===== config.mk =====
export PLATFORM = sky130hd
export DESIGN_NAME = modecount_monitor
export DESIGN_NICKNAME = d
export VERILOG_FILES = /design/src/rtl/modecount_pkg.sv /design/src/rtl/modecount_next.sv /design/src/rtl/modecount_monitor.sv
export SDC_FILE = /design/constraint.sdc
export NUM_CORES = 1
export LEC_CHECK = 0
export ABC_AREA = 1
export CAP_MARGIN = 30
export CELL_PAD_IN_SITES_DETAIL_PLACEMENT = 1
export CELL_PAD_IN_SITES_GLOBAL_PLACEMENT = 2
export CORE_UTILIZATION = 30
export CTS_CLUSTER_SIZE = 30
export DETAILED_ROUTE_END_ITERATION = 8
export DONT_BUFFER_PORTS = 1
export GPL_TIMING_DRIVEN = 0
export PLACE_DENSITY_LB_ADDON = 0.1
export SLEW_MARGIN = 20
export SYNTH_ARGS = -nofsm -noshare
export SYNTH_HDL_FRONTEND = slang
export SYNTH_HIERARCHICAL = 1
export SYNTH_SLANG_ARGS = --single-unit

===== constraint.sdc =====
create_clock -name clk -period 6.81 [get_ports clk]
set_clock_uncertainty 0.05 [all_clocks]
set_input_delay 0.3405 -clock clk [delete_from_list [all_inputs] [get_ports clk]]
set_output_delay 0.3405 -clock clk [all_outputs]
set_load 0.02 [all_outputs]

===== src/rtl/modecount_pkg.sv =====
// Shared constants for the mode counter, its receive-side monitor and benches.
package modecount_pkg;

    localparam logic [1:0] MODE_UP   = 2'b00;
    localparam logic [1:0] MODE_DOWN = 2'b01;
    localparam logic [1:0] MODE_ROTL = 2'b10;
    localparam logic [1:0] MODE_ROTR = 2'b11;

    typedef enum logic [1:0] {
        ST_IDLE  = 2'b00,
        ST_ACQ   = 2'b01,
        ST_TRACK = 2'b10
    } mon_state_e;

    // Index of the set bit of a one-hot mode mask, i.e. the mode it stands for.
    function automatic logic [1:0] mask_to_mode(input logic [3:0] mask);
        logic [1:0] idx;
        idx = MODE_UP;
        for (int i = 0; i < 4; i++) begin
            if (mask[i]) idx = 2'(i);
        end
        return idx;
    endfunction

endpackage


===== src/rtl/modecount_next.sv =====
// Combinational transition classifier: which counter modes explain prev -> sample.
module modecount_next #(
    parameter int N = 4
) (
    input  logic [N-1:0] prev_i,
    input  logic [N-1:0] sample_i,
    output logic [3:0]   hit_o,
    output logic         is_hold_o
);

    logic [N-1:0] inc_val;
    logic [N-1:0] dec_val;
    logic [N-1:0] rotl_val;
    logic [N-1:0] rotr_val;

    always_comb begin
        inc_val   = prev_i + N'(1);
        dec_val   = prev_i - N'(1);
        rotl_val  = {prev_i[N-2:0], prev_i[N-1]};
        rotr_val  = {prev_i[0], prev_i[N-1:1]};
        hit_o[0]  = (sample_i == inc_val);
        hit_o[1]  = (sample_i == dec_val);
        hit_o[2]  = (sample_i == rotl_val);
        hit_o[3]  = (sample_i == rotr_val);
        is_hold_o = (sample_i == prev_i);
    end

endmodule


===== src/rtl/modecount_monitor.sv =====
// Passive monitor: identifies the counter mode on a sample stream, locks to it
// and flags samples that break the locked sequence.
module modecount_monitor
    import modecount_pkg::*;
#(
    parameter int N        = 4,
    parameter int LOCK_CNT = 3,
    parameter int MAX_MISS = 2,
    parameter int ERR_W    = 8
) (
    input  logic             clk,
    input  logic             rst,
    input  logic             sample_valid,
    input  logic [N-1:0]     sample,
    output logic [1:0]       mode_out,
    output logic             locked,
    output logic             err,
    output logic [ERR_W-1:0] err_cnt
);

    localparam int MW = $clog2(LOCK_CNT + 1);
    localparam int XW = $clog2(MAX_MISS + 1);

    mon_state_e       state_q, state_d;
    logic [N-1:0]     prev_q, prev_d;
    logic [3:0]       mask_q, mask_d;
    logic [MW-1:0]    match_q, match_d;
    logic [XW-1:0]    miss_q, miss_d;
    logic [1:0]       mode_q, mode_d;
    logic             err_q, err_d;
    logic [ERR_W-1:0] cnt_q, cnt_d;

    logic [3:0]       hit;
    logic             is_hold;
    logic [3:0]       nm;
    logic [MW-1:0]    match_inc;

    modecount_next #(.N(N)) u_next (
        .prev_i    (prev_q),
        .sample_i  (sample),
        .hit_o     (hit),
        .is_hold_o (is_hold)
    );

    always_comb begin
        state_d   = state_q;
        prev_d    = prev_q;
        mask_d    = mask_q;
        match_d   = match_q;
        miss_d    = miss_q;
        mode_d    = mode_q;
        err_d     = 1'b0;
        cnt_d     = cnt_q;
        nm        = mask_q & hit;
        match_inc = (match_q >= MW'(LOCK_CNT)) ? MW'(LOCK_CNT) : match_q + MW'(1);

        if (sample_valid) begin
            if (state_q == ST_IDLE) begin
                prev_d  = sample;
                state_d = ST_ACQ;
                mask_d  = 4'hF;
                match_d = '0;
            end else if (!is_hold) begin
                // Hold samples (counter disabled) never touch history or counters.
                prev_d = sample;
                if (state_q == ST_ACQ) begin
                    if (nm != 4'b0000) begin
                        mask_d  = nm;
                        match_d = match_inc;
                        if ($onehot(nm) && (match_inc >= MW'(LOCK_CNT))) begin
                            state_d = ST_TRACK;
                            mode_d  = mask_to_mode(nm);
                            miss_d  = '0;
                        end
                    end else begin
                        mask_d  = 4'hF;
                        match_d = '0;
                    end
                end else if (hit[mode_q]) begin
                    miss_d = '0;
                end else begin
                    err_d  = 1'b1;
                    cnt_d  = (&cnt_q) ? cnt_q : cnt_q + ERR_W'(1);
                    miss_d = miss_q + XW'(1);
                    if (miss_d == XW'(MAX_MISS)) begin
                        state_d = ST_ACQ;
                        mask_d  = 4'hF;
                        match_d = '0;
                    end
                end
            end
        end
    end

    always_ff @(posedge clk or negedge rst) begin
        if (!rst) begin
            state_q <= ST_IDLE;
            prev_q  <= '0;
            mask_q  <= '0;
            match_q <= '0;
            miss_q  <= '0;
            mode_q  <= MODE_UP;
            err_q   <= 1'b0;
            cnt_q   <= '0;
        end else begin
            state_q <= state_d;
            prev_q  <= prev_d;
            mask_q  <= mask_d;
            match_q <= match_d;
            miss_q  <= miss_d;
            mode_q  <= mode_d;
            err_q   <= err_d;
            cnt_q   <= cnt_d;
        end
    end

    assign mode_out = mode_q;
    assign locked   = (state_q == ST_TRACK);
    assign err      = err_q;
    assign err_cnt  = cnt_q;

endmodule


# Word-level counts from Yosys, hierarchy flattened
# Index checks and enable logic that the tools add are counted.
# word_totals
register_bits	25
latch_bits	0
mem_bits_rw	0
rom_bits	0
inputBits	7
output_inout_bits	12
word_cells	87
memories	0
# classes
n_addsub	8
mul	0
n_div	0
magnitude_cmp	3
n_eq_ne	15
shifts	0
mux	36
bitwise	6
n_reduce_logical	11
# ops
operator	n
$mux 2	20
$mux 4	8
$eq 4x4->1	5
$reduce_and 6->1	3
$add 8x1->8 const B	1
$reduce_and 8->1	1
$mux 1	7
$ne 2x1->1 const B	3
$ne 3x2->1 const B	2
$not 1->1	5
$reduce_and 5->1	1
$add 1x1->2	2
$add 2x1->2 const B	2
$add 4x1->4 const B	1
$and 4x4->4	1
$eq 2x2->1 const B	2
$ge 2x2->1 const B	2
$reduce_and 4->1	1
$reduce_bool 4->1	1
$sub 4x1->4 const B	1
$add 2x2->3	1
$eq 3x1->1 const B	1
$lt 2x3->1 const B	1
$ne 3x3->1 const B	1
6 further kinds	6

# Depth between registers and ports, before layout
# Gate-level depths: netlist of run 1.
# depth
depth_word	12
depth_mapped	20
mapped_depth_nobuf	20

# Modules after synthesis
# Netlist of run 1, hierarchy kept.
# modules_own_cells
module	instances	cells_per_inst	area_per_inst_um2
modecount_monitor	1	189	1466.4
modecount_next	1	77	334.1

# Least setup slack after synthesis of run 1
# OpenSTA, ideal clock, no wires.
# synth_timing
path_type	reg-to-reg
from	reg prev_q[0]
to	reg mode_q[1], in the netlist mode_out[1]
arrival_ns	2.842
path_slack_ns	3.836
path_stages_with_launch	20
n_path_buf	0
period_less_slack_ns	2.974
path_cell_list	dfrtp_1 -> inv_2 -> ha_1 -> inv_1 -> nand2_1 -> nand2_1 -> inv_1 -> nor2_1 -> nand2_1 -> nor2_1 -> nand2_1 -> inv_1 -> fa_1 -> ha_1 -> ha_1 -> nor3_1 -> nand2_1 -> nor2_2 -> o21ai_1 -> o21ai_0
# synth_via
elab_chain_len	8
elab_cells_between_ends	18
# synth_lines
element	line	source
from (decl)	modecount_monitor.sv:25	logic [N-1:0] prev_q, prev_d;
from (signal assigned)	modecount_monitor.sv:107	prev_q <= prev_d;
$add 4x1->4 *	modecount_next.sv:17	inc_val = prev_i + N'(1);
$eq 4x4->1 *	modecount_next.sv:21	hit_o[0] = (sample_i == inc_val);
named net hit[0]	modecount_monitor.sv:33	logic [3:0] hit;
$and 4x4->4 *	modecount_monitor.sv:54	nm = mask_q & hit;
$add 1x1->2 (implied by the code)	modecount_monitor.sv:70	if ($onehot(nm) && (match_inc >= MW'(LOCK_CNT))) begin
$add 2x2->3 (implied by the code)	modecount_monitor.sv:70	
$eq 3x1->1	modecount_monitor.sv:70	
$logic_and 1x1->1	modecount_monitor.sv:70	
$reduce_and 6->1 (no line) *	-	
to (signal assigned)	modecount_monitor.sv:111	mode_q <= mode_d;
to (decl)	modecount_monitor.sv:29	logic [1:0] mode_q, mode_d;
# Mark *: on every way through the listed nets, which the timed path passes. The rest lies on a longest branch.
# A chain may end at the register's enable or synchronous reset.

# Worst setup path in the final report of run 1
# Ends and elaborated chain as after synthesis.

==> flow_summary.ini, run 1 <==
[status]
status = finished clean

[sta]
setup-tns-final_ns = 0
rsz0062_at_grt = false
fin_crit_ns = 3.60
relSlewSlack_pct = 45.3
hold_viol = 0
tightestPinTransition_ns = 0.815
setup_violations = 0
worst_hold_slack_ns = 0.135
final.period_utilization_pct = 52.9
fmax_ghz = 0.278
slew_violations = 0

[synthesis]
synth_top_area_share_pct = 34.7
synth_area_leaders = dfrtp_1 35%, nand2_1 23%, inv_1 8.3%
synth_warnings = 6
synth-seq-cells = 25
syn_area_mm2 = 0.00180
ys_types = 27
ys_seq_area_share_pct = 34.7
yosysTopAreaCell = dfrtp_1
synthCells = 266
syn-num-nets = 281
syn_avg_cell_area_um2 = 6.77

[clock_network]
clkTransAtPathRegs_ns = 0.10
cts_tree = done
cts_setup_buffers = 0
cts_hold_buf = 2
clockRootBuffer = clkbuf_8
ctsResizeCount = 0
ctsHtreeMaxLevel = 1
clock_latency_ns = 0.27
clkSinkCount = 25
cts_buffers = 3
cts.path.max_buffers = 2

[final_layout]
layout.cells.most_common_list = 108 x nand2_1, 40 x inv_1, 29 x nand3_1
finalNonFillerCells = 344
nNetsFinal = 288
n_fill_cell = 738
diodes = 0
final_layout_size_suffix_gt1_share_pct = 7.72
layout_commonest_cell = nand2_1
syn_to_final_growth_pct = 9.38

[min_path]
hp-class = in2reg

[global_route]
grt_max_degree = 26
grt_pass1_vias = 1670
grt_overflow = 0
track_usage_pct = 16.9
grt_first_pass_wirelength_mm = 8.36
antenna_found_initial = 0

[floorplan]
die-height_um = 79.5
num_rows = 27
start_util_pct = 31.9
die_w_um = 79.5
core_area_mm2 = 0.00564
die-area_mm2 = 0.00632
ios = 19

[flow_run]
maxCapViolations = 0

[worst_setup_path]
worstSetupEndpointType = flip-flop
startpoint_type = flip-flop
cp.required_ns = 6.96
crit_arrival_ns = 3.75
worst-setup-path-type = reg2reg
path_max_fanout = 8

[drt]
routed_via_density = 4.64
ant_nets = 0
vias = 1595
dr.pass1.iters = 4
wirelength_mm = 4.63
drt-initial-drc-count = 33
drcViolationCount = 0
wl_per_cell_um = 13.5

[power]
powerDensity_mw_per_mm2 = 183
peakVddDrop_mv = 0.0718
leakage_uw = 0.00109

[placed_design]
routabilityCongestion = 0.725
dp.cells = 338
dp_hpwl_mm = 3.61
io_buffers = 0
sequential cells by signal, summed over array words and instances, names as in the netlist:
register	count
err	1
err_cnt	8
mask_q	4
match_q	2
miss_q	2
mode_out	2
prev_q	4
state_q	2
critical path: stages (launching register included):
cell     delay, ns
dfrtp_1       0.54
inv_2         0.12
ha_1          0.33
inv_1         0.06
nand2_1       0.04
nand2_1       0.08
inv_1         0.05
nor2_1        0.10
nand2_1       0.06
nor2_1        0.17
nand2_1       0.13
inv_1         0.10
fa_1          0.40
ha_1          0.19
ha_1          0.27
nor3_1        0.29
nand2_1       0.10
nor2_2        0.25
o21ai_1       0.11
o21ai_0       0.08
worst paths after layout:
kind / depth (start not counted) / end / slack, ns / startpoint
worst max-delay path: 19 / mode_out[1] / 3.21 / prev_q[0]
worst min-delay path: 2 / prev_q[0] / 0.14 / sample[0]
worst max register to register: 19 / mode_out[1] / 3.21 / prev_q[0]
worst min register to register: 2 / mask_q[2] / 0.45 / mask_q[2]
max in group asynchronous: 2 / prev_q[1] / 6.11 / rst
min in group asynchronous: 2 / state_q[0] / 0.44 / rst
cell type report:
| class | instances | area [um^2] | share of cell area (%) |
|---|---|---|---|
| plain buffers | 2 | 22.5 | 1.14 |
| well taps | 72 | 90.1 | 4.57 |
| inverters | 42 | 158 | 8.01 |
| clock inverters | 1 | 7.51 | 0.381 |
| clock buffers | 3 | 41.3 | 2.10 |
| multi-input cells | 197 | 995 | 50.5 |
| flip-flops and latches | 25 | 626 | 31.8 |
| repair buffers | 2 | 30.0 | 1.52 |
cells by family after synthesis:
group / after synthesis / share of synthesized area (%)
adders and majority gates: 8 / 5.98
buffers and inverters: 44 / 10.0
AOI/OAI and AO/OA: 13 / 4.24
DFF: 25 / 34.7
xor gates and xnor gates: 3 / 1.46
and+or+nand+nor: 173 / 43.6
synthesized netlist by cell type, drive strengths merged:
cell type    n
nand4        8
a21oi        3
nor2        18
dfrtp       25
inv         42
o21ai       10
buf          2
nand3       31
xor2         2
nand2      110
xnor2        1
or2          1
fa           1
and2         1
nor3         3
ha           7
nand3b       1
layer usage:
layer  vias up  GRT usage (%)  wire length (um)
met1       744           24.2              2390
met4         0           3.82                23
li1        839              -                 -
met3         2           2.29                83
met2        10           26.8              2130
met5         -              0                 0
per-stage QoR:
step | power [uW] | util (%) | worst slack (ns) | instance area, um^2
3_3_place_gp | 265 | 33.5 | 3.16 | 1890
6_report | 360 | 34.9 | 3.21 | 1970
2_1_floorplan | 244 | - | 3.84 | 1800
5_1_grt | 392 | 34.9 | 2.81 | 1970
3_5_place_dp | 267 | 33.5 | 3.13 | 1890
4_1_cts | 368 | 34.9 | 3.12 | 1970
power by group:
group / leakage, uW / internal (uW) / switching (uW)
clock: 0.0000217 / 41.5 / 51.8
combinational: 0.000751 / 30.9 / 56.1
sequential: 0.000315 / 162 / 17.7
Note: power is estimated with default switching activity, not from simulation.
==> run 2: changes to the inputs <==
==> constraint.sdc (replaced) <==
create_clock -name clk -period 3.1 [get_ports clk]
set_clock_uncertainty 0.05 [all_clocks]
set_input_delay 0.155 -clock clk [delete_from_list [all_inputs] [get_ports clk]]
set_output_delay 0.155 -clock clk [all_outputs]
set_load 0.02 [all_outputs]
==> flow_summary.ini, run 2 (synthesized netlist as in run 1, its figures left out) <==
[power]
internal-power_uw = 541
powerDensity_mw_per_mm2 = 390
peakVddDrop_mv = 0.158
sequentialPowerShare_pct = 46.8
leakage_uw = 0.00113
p_comb_share_pct = 28.8
pwr-share-clk_pct = 24.3
swShare_pct = 35.6
p_sw_uw = 299

[sta]
fmax_ghz = 0.338
setup-tns-final_ns = 0
relSlewSlack_pct = 45.6
hold_viol = 0
worst_slack_ns = 0.139
rsz0062_at_grt = true
slew_violations = 0
worst_hold_slack_ns = 0.231
final.period_utilization_pct = 95.5
tightestPinTransition_ns = 0.810
fin_crit_ns = 2.96
setup_violations = 0

[final_layout]
layout.cells.most_common_list = 102 x nand2_1, 36 x inv_1, 28 x nand3_1
final_layout_size_suffix_gt1_share_pct = 17.3
diodes = 0
syn_to_final_growth_pct = 19.5
layout_commonest_cell = nand2_1
largest_reg_flops = 8
nNetsFinal = 299
n_fill_cell = 741
fin_util_pct = 38.1

[worst_setup_path]
worstSetupEndpointType = flip-flop
path_cells = inv_4 > ha_4 > inv_2 > nand2_2 > nand2_2 > nor2_2 > nand3_2 > nor2_4 > nand2_2 > inv_1 > fa_1 > ha_2 > ha_4 > nor3_4 > nand2_2 > nor2_4 > o21ai_1 > o21ai_1
cp_common_cell = nand2_2
critPathSlowestCell = dfrtp_2
cp_top_family = adder cells
slowest_delay_ns = 0.41
crit_arrival_ns = 3.12
cp_num_buf_inv = 3
path_max_fanout = 6
worst-setup-path-type = reg2reg
cp.required_ns = 3.25
startpoint_type = flip-flop

[global_route]
track_usage_pct = 17.6
use_met2_pct = 28.5
grt_overflow = 0
grt_max_degree = 26
met3_usage_pct = 2.51
antenna_found_initial = 0
grt_first_pass_wirelength_mm = 8.65
grt_pass1_vias = 1715
grtUsageMet1_pct = 24.5
grt_busiest_layer = met2

[placed_design]
routabilityCongestion = 0.725
io_buffers = 0
post-place-ws_ns = -0.581
dp_hpwl_mm = 3.61

[clock_network]
cts_tree = done
clockRootBuffer = clkbuf_8
ctsHtreeMaxLevel = 1
cts.path.max_buffers = 2
clkTransAtPathRegs_ns = 0.10
clock_latency_ns = 0.27
clkSinkCount = 25
cts_buffers = 3

[floorplan]
start_util_pct = 31.9
die_w_um = 79.5
core_area_mm2 = 0.00564
ios = 19
die-area_mm2 = 0.00632
num_rows = 27
die-height_um = 79.5

[drt]
wirelength_mm = 4.87
vias = 1651
wl_per_cell_um = 13.7
routed_via_density = 4.65
drt-initial-drc-count = 49
drcViolationCount = 0
ant_nets = 0
dr.pass1.iters = 4

[flow_run]
maxCapViolations = 0

[min_path]
hp-class = in2reg

[status]
status = finished clean
==> run 2: changes by cell type in the layout (fill, tap and decap cells not counted), sizes merged <==
cell / previous run / this run
dlygate4sd3: 1 / 5
buf: 3 / 10
==> run 2: what timing repair did <==
| action | CTS | global route |
|---|---|---|
| setup buffers | 5 | 2 |
| pin swaps | 6 | 14 |
| endpoints found under the setup margin | 6 | 6 |
| endpoints found under the hold margin | 29 | 0 |
| hold buffers | 6 | 0 |
| resized for setup | 13 | 16 |
==> run 2: worst register-to-register path, cell delays in order (launching register included) <==
cell     delay (ns)
dfrtp_2        0.41
inv_4          0.05
ha_4           0.26
inv_2          0.03
nand2_2        0.05
nand2_2        0.06
nor2_2         0.10
nand3_2        0.09
nor2_4         0.13
nand2_2        0.08
inv_1          0.08
fa_1           0.39
ha_2           0.22
ha_4           0.24
nor3_4         0.22
nand2_2        0.09
nor2_4         0.17
o21ai_1        0.09
o21ai_1        0.07
==> run 2: worst paths after layout <==
| kind | start | endpoint | slack (ns) | cells past startpoint |
|---|---|---|---|---|
| max reg2reg | prev_q[0] | mode_out[1] | 0.14 | 18 |
| max in group asynchronous | rst | prev_q[1] | 2.57 | 2 |
| min | sample_valid | prev_q[0] | 0.23 | 4 |
| min reg2reg | mask_q[2] | mask_q[2] | 0.45 | 2 |
| min in group asynchronous | rst | state_q[0] | 0.26 | 2 |
| max | prev_q[0] | mode_out[1] | 0.14 | 18 |
==> run 2: final cells by class <==
type / count / area (um^2) / area share, %
repair buffers: 13 / 123 / 5.70
well taps: 72 / 90.1 / 4.19
clock buffers: 3 / 41.3 / 1.92
inverters: 42 / 163 / 7.56
clock inverters: 1 / 7.51 / 0.349
flip-flops and latches: 25 / 629 / 29.2
plain buffers: 2 / 22.5 / 1.05
multi-input cells: 197 / 1080 / 50.0
==> run 2: metrics by stage <==
stage	area [um^2]	power, uW	cells
CTS	2090	838	353
global placement	1890	583	338
floorplan	1800	536	266
global route	2150	910	355
finish	2150	840	355
detailed placement	1890	587	338
==> run 2: power groups by stage <==
stage | sequential (uW) | clock (uW) | combinational (uW)
floorplan | 391 | 0 | 146
global placement | 402 | 0 | 181
detailed placement | 402 | 0 | 184
CTS | 393 | 216 | 229
global route | 398 | 228 | 284
finish | 393 | 204 | 242
==> run 2: metal layers <==
| layer | part of all wire, % | wire length [um] |
|---|---|---|
| met1 | 49 | 2390 |
| met2 | 48 | 2350 |
| met3 | 2.2 | 107 |
| met4 | 0.47 | 23 |
| met5 | 0 | 0 |
==> run 3: changes to the inputs <==
--- a/config.mk
+++ b/config.mk
@@ -5,7 +5,6 @@
 export SDC_FILE = /design/constraint.sdc
 export NUM_CORES = 1
 export LEC_CHECK = 0
-export ABC_AREA = 1
 export CAP_MARGIN = 30
 export CELL_PAD_IN_SITES_DETAIL_PLACEMENT = 1
 export CELL_PAD_IN_SITES_GLOBAL_PLACEMENT = 2
==> flow_summary.ini, run 3 <==
[status]
status = finished with violations
violations = setup timing

[power]
peakVddDrop_mv = 0.244
leakage_uw = 0.000901
powerDensity_mw_per_mm2 = 486
total_power_uw = 996

[clock_network]
clkSinkCount = 25
cts.path.max_buffers = 2
ctsHtreeMaxLevel = 1
cts_tree = done
clock_latency_ns = 0.27
cts_buffers = 3
clkTransAtPathRegs_ns = 0.10
clockRootBuffer = clkbuf_8

[synthesis]
synth_commonest_cells = 25 x dfrtp_1, 16 x xor2_1, 14 x nand2_1
syn_area_mm2 = 0.00157
yosysTopAreaCell = dfrtp_1
synthCells = 147
ys_seq_area_share_pct = 40.0
syn_avg_cell_area_um2 = 10.6
ys_types = 44
syn-num-nets = 162
synth_edf_count = 0
async_flop_share_pct = 100
synth_warnings = 6
synth_top_area_share_pct = 40.0
yosysMostFrequentCell = dfrtp_1
synthFlopType = dfrtp_1
synth_area_leaders = dfrtp_1 40%, xor2_1 9.0%, ha_1 5.6%
synth-seq-cells = 25

[drt]
routed_via_density = 4.80
vias = 1147
ant_nets = 0
dr.pass1.iters = 4
wirelength_mm = 3.90
drt-initial-drc-count = 51
wl_per_cell_um = 16.3
drcViolationCount = 0

[worst_setup_path]
worst-setup-path-type = reg2reg
worstSetupEndpointType = flip-flop
path_max_fanout = 7
cp_top_family = adder cells
crit_arrival_ns = 3.37
cp_num_buf_inv = 2
slowest_delay_ns = 0.41
critical_path_depth = 13
r2r_cells = 13
critPathSlowestCell = dfrtp_1
path_cells = buf_6 > inv_4 > ha_4 > xnor2_4 > nand2_2 > nor3_4 > and2_4 > fa_1 > ha_2 > ha_4 > nor4bb_4 > nand2_2 > mux2_4
startpoint_type = flip-flop
cp.required_ns = 3.21

[placed_design]
routabilityCongestion = 0.752
io_buffers = 0
placed_cell_area_mm2 = 0.00174
dp_hpwl_mm = 2.83

[final_layout]
layout_commonest_cell = dfrtp_1
nNetsFinal = 188
final_area_mm2 = 0.00205
fin_util_pct = 42.0
diodes = 0
final_layout_size_suffix_gt1_share_pct = 36.0
syn_to_final_growth_pct = 30.9
largest_reg_flops = 8
layout.cells.most_common_list = 25 x dfrtp_1, 16 x xor2_1, 14 x buf_4

[floorplan]
core_area_mm2 = 0.00488
die-height_um = 74.2
start_util_pct = 32.1
num_rows = 25
ios = 19
die-area_mm2 = 0.00551
die_w_um = 74.2

[flow_run]
maxCapViolations = 0

[min_path]
hp-class = in2reg
min_path_cells = 3

[global_route]
grt_max_degree = 26
grt_overflow = 0
grt_first_pass_wirelength_mm = 6.41
antenna_found_initial = 0
track_usage_pct = 15.6
grt_pass1_vias = 1285

[sta]
tightestPinTransition_ns = 0.767
relSlewSlack_pct = 48.4
final.period_utilization_pct = 105
fmax_ghz = 0.307
fin_crit_ns = 3.26
hold_viol = 0
slew_violations = 0
setup_violations = 5
rsz0062_at_grt = true
worst_slack_ns = -0.156
[run 3: cell count changes after synthesis, moves of 7 or more]
cell | previous run | this run
nor2_1 | 14 | 3
mux2_2 | 0 | 7
nand2_1 | 108 | 14
nand4_1 | 7 | 0
xor2_1 | 2 | 16
nand3_1 | 29 | 3
inv_1 | 40 | 8
[run 3: metal layers]
metal  GRT usage (%)  routed length (um)  part of all wire, %
met1            20.6                1810                   46
met2            27.0                1990                   51
met3            2.30                  75                  1.9
met4            3.77                  25                 0.64
met5               0                   0                    0
[run 3: layout make-up]
type / instances / area [um^2]
plain buffers: 5 / 46.3
clock buffers: 3 / 41.3
clock inverters: 1 / 5.00
fillers: 549 / 2830
inverters: 8 / 35.0
multi-input cells: 109 / 1030
flip-flops and latches: 25 / 626
well taps: 67 / 83.8
repair buffers: 21 / 186
[run 3: stage by stage]
stage	worst slack (ns)	TNS [ns]	hold WS [ns]	cells
global placement	-0.320	-1.09	-0.190	214
floorplan	0.0392	0	-0.191	147
finish	-0.156	-0.621	0.117	239
detailed placement	-0.382	-1.50	-0.190	214
CTS	-0.212	-0.813	0.107	234
global route	-0.335	-1.55	0.139	239
[run 3: kinds of logic (layout without fill, tap and decap cells)]
| family | count (synthesis) | count (layout) | synth area share (%) |
|---|---|---|---|
| XOR/XNOR | 24 | 24 | 14.4 |
| AO/OA/AOI/OAI | 24 | 24 | 9.99 |
| buffers and inverters | 13 | 38 | 3.84 |
| AND/OR/NAND/NOR | 44 | 44 | 17.8 |
| adder cells (fa/ha/maj) | 8 | 8 | 6.87 |
| flip-flops | 25 | 25 | 40.0 |
| multiplexers | 9 | 9 | 7.11 |
[run 3: what timing repair did]
item	CTS	global route
gates cloned	0	0
hold buffers	6	0
setup buffers	10	5
pin swaps	7	9
endpoints found under the hold margin	29	0
setup endpoints to repair	6	6
gates resized for setup	12	6
[run 3: worst register-to-register path: stages (launching register included)]
cell and delay, ns:
dfrtp_1 0.41, buf_6 0.14, inv_4 0.05, ha_4 0.21, xnor2_4 0.21, nand2_2 0.09
nor3_4 0.20, and2_4 0.18, fa_1 0.39, ha_2 0.20, ha_4 0.22, nor4bb_4 0.31
nand2_2 0.16, mux2_4 0.33
[run 3: power breakdown]
group / leakage, uW / switching [uW] / total, uW / internal, uW
Sequential: 0.000318 / 51.7 / 421 / 369
Combinational: 0.000557 / 184 / 373 / 189
Clock: 0.0000255 / 112 / 202 / 90.0
Total: 0.000901 / 348 / 996 / 648
[run 3: final timing paths]
path,start,to,slack [ns]
min in group asynchronous,rst,match_q[0],0.27
max in group asynchronous,rst,prev_q[3],2.58
hold / removal,sample_valid,miss_q[1],0.12
setup / recovery,prev_q[0],mode_out[1],-0.16
setup reg to reg,prev_q[0],mode_out[1],-0.16
hold reg to reg,miss_q[0],miss_q[0],0.45
